`src/rtl/sop_eval_pkg.sv`:
```
// sop_eval_pkg: shared config-kind encoding, bus-width helper and pipeline latency
package sop_eval_pkg;
    typedef enum logic [1:0] {CFG_POS, CFG_NEG, CFG_OR, CFG_RSVD} cfg_kind_e;
    localparam int LATENCY = 2;
    function automatic int cfg_width(input int n_in, input int n_term);
        return n_in > n_term ? n_in : n_term;
    endfunction
endpackage

```
`src/rtl/sop_eval_pipe_term.sv`:
```
// sop_term: one product term, true when every required literal matches the input vector
module sop_term #(
    parameter int N_IN = 10
) (
    input  logic [N_IN-1:0] pos,
    input  logic [N_IN-1:0] neg,
    input  logic [N_IN-1:0] vec,
    output logic            hit
);
    assign hit = &((~pos | vec) & (~neg | ~vec));
endmodule

```
`src/rtl/sop_eval_pipe.sv`:
```
// sop_eval_pipe: programmable two-stage sum-of-products evaluator; SOP_EVAL_TERM_HIT_EN adds a term_hit output
module sop_eval_pipe
    import sop_eval_pkg::*;
#(
    parameter int N_IN   = 10,
    parameter int N_TERM = 8,
    parameter int N_OUT  = 1,
    parameter int CFG_W  = cfg_width(N_IN, N_TERM)
) (
    input  logic              clk,
    input  logic              rst_n,
    input  logic              in_valid,
    output logic              in_ready,
    input  logic [N_IN-1:0]   in_vec,
    output logic              out_valid,
    input  logic              out_ready,
    output logic [N_OUT-1:0]  out_vec,
`ifdef SOP_EVAL_TERM_HIT_EN
    output logic [N_TERM-1:0] term_hit,
`endif
    input  logic              cfg_we,
    output logic              cfg_ready,
    input  logic [1:0]        cfg_kind,
    input  logic [7:0]        cfg_addr,
    input  logic [CFG_W-1:0]  cfg_data
);
    logic [N_TERM-1:0][N_IN-1:0] pos_q, pos_d, neg_q, neg_d;
    logic [N_OUT-1:0][N_TERM-1:0] or_q, or_d;
    logic s1_valid_q, s1_valid_d, s2_valid_q, s2_valid_d;
    logic [N_TERM-1:0] term_q, term_d, hit;
    logic [N_OUT-1:0] out_q, out_d;
    logic adv1, adv2, cfg_acc;
`ifdef SOP_EVAL_TERM_HIT_EN
    logic [N_TERM-1:0] term_hit_q, term_hit_d;
    assign term_hit = term_hit_q;
`endif

    for (genvar t = 0; t < N_TERM; t++) begin : g_term
        sop_term #(.N_IN(N_IN)) u_term (.pos(pos_q[t]), .neg(neg_q[t]), .vec(in_vec), .hit(hit[t]));
    end

    always_comb begin
        adv2       = !s2_valid_q || out_ready;
        adv1       = !s1_valid_q || adv2;
        in_ready   = adv1 && !cfg_we;
        cfg_ready  = !s1_valid_q && !s2_valid_q && !in_valid;
        cfg_acc    = cfg_we && cfg_ready;
        for (int t = 0; t < N_TERM; t++) begin
            pos_d[t] = (cfg_acc && cfg_kind == CFG_POS && int'(cfg_addr) == t) ? cfg_data[N_IN-1:0] : pos_q[t];
            neg_d[t] = (cfg_acc && cfg_kind == CFG_NEG && int'(cfg_addr) == t) ? cfg_data[N_IN-1:0] : neg_q[t];
        end
        for (int o = 0; o < N_OUT; o++) begin
            or_d[o]  = (cfg_acc && cfg_kind == CFG_OR && int'(cfg_addr) == o) ? cfg_data[N_TERM-1:0] : or_q[o];
            out_d[o] = adv2 ? |(or_q[o] & term_q) : out_q[o];
        end
        s1_valid_d = adv1 ? in_valid && in_ready : s1_valid_q;
        term_d     = adv1 ? hit : term_q;
        s2_valid_d = adv2 ? s1_valid_q : s2_valid_q;
`ifdef SOP_EVAL_TERM_HIT_EN
        term_hit_d = adv2 ? term_q : term_hit_q;
`endif
    end

    always_ff @(posedge clk) begin
        if (!rst_n) begin
            pos_q      <= '0;
            neg_q      <= '0;
            or_q       <= '0;
            s1_valid_q <= 1'b0;
            s2_valid_q <= 1'b0;
            term_q     <= '0;
            out_q      <= '0;
`ifdef SOP_EVAL_TERM_HIT_EN
            term_hit_q <= '0;
`endif
        end else begin
            pos_q      <= pos_d;
            neg_q      <= neg_d;
            or_q       <= or_d;
            s1_valid_q <= s1_valid_d;
            s2_valid_q <= s2_valid_d;
            term_q     <= term_d;
            out_q      <= out_d;
`ifdef SOP_EVAL_TERM_HIT_EN
            term_hit_q <= term_hit_d;
`endif
        end
    end

    assign out_vec   = out_q;
    assign out_valid = s2_valid_q;
endmodule

```
`config.mk`:
```
export PLATFORM = sky130hd
export DESIGN_NAME = sop_eval_pipe
export DESIGN_NICKNAME = d
export VERILOG_FILES = /design/src/rtl/sop_eval_pkg.sv /design/src/rtl/sop_eval_pipe_term.sv /design/src/rtl/sop_eval_pipe.sv
export SDC_FILE = /design/constraint.sdc
export NUM_CORES = 1
export LEC_CHECK = 0
export BUFFER_PORTS_ARGS = -buffer_cell sky130_fd_sc_hd__buf_2
export CORE_MARGIN = 2
export CORE_UTILIZATION = 40
export DETAILED_ROUTE_END_ITERATION = 7
export PLACE_DENSITY = 0.68
export SYNTH_ARGS = -nofsm -noshare
export SYNTH_HDL_FRONTEND = slang
export SYNTH_HIERARCHICAL = 1
export SYNTH_SLANG_ARGS = --single-unit
```
`constraint.sdc`:
```
create_clock -name clk -period 1.5 [get_ports clk]
set_input_delay 0.375 -clock clk [delete_from_list [all_inputs] [get_ports clk]]
set_output_delay 0.375 -clock clk [all_outputs]
set_load 0.01 [all_outputs]
```
==> impl_metrics.env <==
export IMPL_final_min_clock_period_ns=1.695
export IMPL_critical_path_arrival_ns=1.99
export IMPL_cts_buffers=17
export IMPL_grt_pass1_vias=5894
export IMPL_antenna_found_initial=0
export IMPL_final_layout_size_suffix_gt1_share_pct=20.05
export IMPL_layout_common_cells="248 x mux2i_1, 216 x nand2_1, 177 x dfxtp_1"
export IMPL_cp_max_fo=5
export IMPL_die_area_um2=20410
export IMPL_setup_viol=166
export IMPL_pwr_share_comb_pct=5.9
export IMPL_avgSynthCellArea_um2=9.992
export IMPL_yosysWarnings=6
export IMPL_p_sw_uw=2247
export IMPL_synth_cell_types=32
export IMPL_grt_ovfl_total=0
export IMPL_p_per_area_nw_per_um2=1028
export IMPL_drtIter0Drc=401
export IMPL_crit_required_ns=1.80
export IMPL_fillers=1741
export IMPL_fp_dieH_um=142.9
export IMPL_cp_end_kind="flop"
export IMPL_ff_latch_area_um2=3586
export IMPL_core_um2=18830
export IMPL_cts_hold_buf=0
export IMPL_crit_top_cell="buf_6"
export IMPL_grt_max_degree=55
export IMPL_routed_wl_um=20890
export IMPL_cts_max_level=4
export IMPL_layout_nets=900
export IMPL_grt_pass1_wl_um=32700
export IMPL_max_stage_delay_ns=0.32
export IMPL_gp_congestion=0.8044
export IMPL_cellLeakagePower_uw=0.004944
export IMPL_yosys_top_cells_area="dfxtp_1 46%, mux2i_1 32%, nand2_1 11%"
export IMPL_hp_class="primary input to flop"
export IMPL_dpl_hpwl_um=14000
export IMPL_max_freq_mhz=589.9
export IMPL_pwr_share_clk_pct=45.9
export IMPL_power_internal_uw=7667
export IMPL_post_route_period_util_pct=113.0
export IMPL_clk_path_buf_depth=2
export IMPL_dpl_cell_area_um2=8763
export IMPL_grt_setup_unrepaired="true"
export IMPL_worstSetupPathType="flop to flop"
export IMPL_skew_ns=0.008118
export IMPL_portBuffers=38
export IMPL_status="finished, violations left"
export IMPL_insertion_delay_ns=0.42
export IMPL_setup_ws_ns=-0.1952
export IMPL_syn2layout_area_growth_pct=25.03
export IMPL_p_seq_share_pct=48.2
export IMPL_diodes=0
export IMPL_worst_pin_slew_ns=0.5661
export IMPL_clk_pin_slew_ns=0.07
export IMPL_avgRoutedWirePerCell_um=18.36
export IMPL_violations="negative setup slack"
export IMPL_power_switching_share_pct=22.66
export IMPL_hold_viol=0
export IMPL_yosysTopAreaCell="dfxtp_1"
export IMPL_cts_sinks=179
export IMPL_final_common_cell="mux2i_1"
export IMPL_startpoint_type="flop"
export IMPL_dp_slack_ns=-0.4732
export IMPL_syn_nets=807
export IMPL_vias=5853
export IMPL_vias_per_cell=5.143
export IMPL_drt_first_pass_iters=4
export IMPL_gr_usage_all_layers_pct=21.24
export IMPL_io_pins=39
export IMPL_initial_core_util_pct=40.96
export IMPL_syn_inst=772
export IMPL_ir_drop_uv=770.3
export IMPL_synth_top_area_share_pct=46.46
export IMPL_design_area_um2=9644
export IMPL_finalMaxSlewViolations=0
export IMPL_synth_area_um2=7714
export IMPL_ys_ff_latch=179
export IMPL_maxCapViolCount=0
export IMPL_ys_seq_area_share_pct=46.46
export IMPL_drcViolationCount=0
export IMPL_cts_tree="yes"
export IMPL_slew_headroom_pct=62.17
export IMPL_die_width_um=142.9
export IMPL_cts_root_buf="clkbuf_16"
export IMPL_num_rows=50
export IMPL_path_cells="buf_6 > nor4b_4 > buf_6 > buf_16 > buf_6 > nand4_1 > buf_6 > clkbuf_16 > mux2i_1"
export IMPL_postRouteAntennaNets=0
export IMPL_slowest_stage="dfxtp_2"
export IMPL_multi_input_area_um2=3941
[cells in the mapped netlist (all sizes together)]
| library cell | count |
|---|---|
| nand4 | 15 |
| nand3 | 6 |
| nor4bb | 2 |
| dfxtp | 179 |
| and3 | 8 |
| buf | 20 |
| and2 | 1 |
| nor2b | 4 |
| mux2i | 250 |
| nand2 | 217 |
| a21oi | 1 |
| a22oi | 4 |
| nor4b | 5 |
| nor3 | 1 |
| and4bb | 1 |
| a21boi | 8 |
| nor2 | 2 |
| and4b | 1 |
| nand2b | 1 |
| a41o | 1 |
| nor4 | 10 |
| nand3b | 1 |
| and4 | 2 |
| clkbuf | 31 |
| o21a | 1 |
[what timing repair did]
action,CTS,global route
pin swaps,2,4
setup endpoints to repair,38,175
resized for setup,25,13
setup buffers,7,1
cloned,2,1
[registers in the layout, summed over array words and instances, names as in the netlist]
| signal | cells |
|---|---|
| out_vec | 1 |
| term_q | 8 |
| pos_q | 80 |
| or_q | 8 |
| out_valid | 1 |
| s1_valid_q | 1 |
| neg_q | 80 |
[worst max-delay path, delay by kind of cell, from the launching register on]
family | cells | cell delay [ns]
mux | 1 | 0.12
buf+inv | 6 | 0.82
simple gates | 2 | 0.31
flops | 1 | 0.32
[power groups by stage]
stage	Combinational [µW]	Sequential [µW]	Clock (µW)
floorplan	226	4880	0
global placement	551	4880	0
detailed placement	551	4880	0
CTS	585	4770	4620
global route	624	4770	4800
finish	587	4780	4550
[logic make-up (layout without fill, tap and decap cells)]
kind of cell           after synthesis  count (layout)  synth area share (%)
AND/OR/NAND/NOR                    277             277                 16.38
flip-flops                         179             179                 46.46
multiplexers                       250             250                 32.44
buffers and inverters               51             157                 3.260
AO/OA/AOI/OAI                       15              15                 1.460
[per-layer routing]
metal,up-vias,wire length (µm),global-route usage [%]
met3,28,898,4.628
met5,-,0,0
met4,0,476,7.087
li1,2856,-,-
met1,2842,10100,28.67
met2,127,9411,33.83
[final cells by class]
class	instances	share of cell area, %
sequential	179	37.18
clock buffer	18	4.450
clock inverter	14	1.829
timing repair buffer	125	12.30
tap	260	3.373
multi-input combinational	542	40.87
[final timing paths]
check	end	slack, ns	cells past startpoint	start
max	pos_q[36]$_SDFFE_PN0P_	-0.20	9	out_valid$_SDFFE_PN0P_
min	s1_valid_q$_SDFFE_PN0N_	0.35	4	cfg_we
min reg2reg	pos_q[4]$_SDFFE_PN0P_	0.46	2	pos_q[4]$_SDFFE_PN0P_
max reg2reg	pos_q[36]$_SDFFE_PN0P_	-0.20	9	out_valid$_SDFFE_PN0P_
[stage by stage]
stage	total power [µW]	setup TNS [ns]	utilization (%)	instances	hold WS, ns
2_1_floorplan	5108	0	-	772	0.4344
3_3_place_gp	5433	-20.47	46.54	1095	0.4420
3_5_place_dp	5434	-20.17	46.54	1095	0.4493
4_1_cts	9979	-10.38	50.76	1136	0.3240
5_1_grt	10190	-19.90	51.22	1138	0.3823
6_report	9914	-10.87	51.22	1138	0.3531
Note: power is estimated with default switching activity, not from simulation.
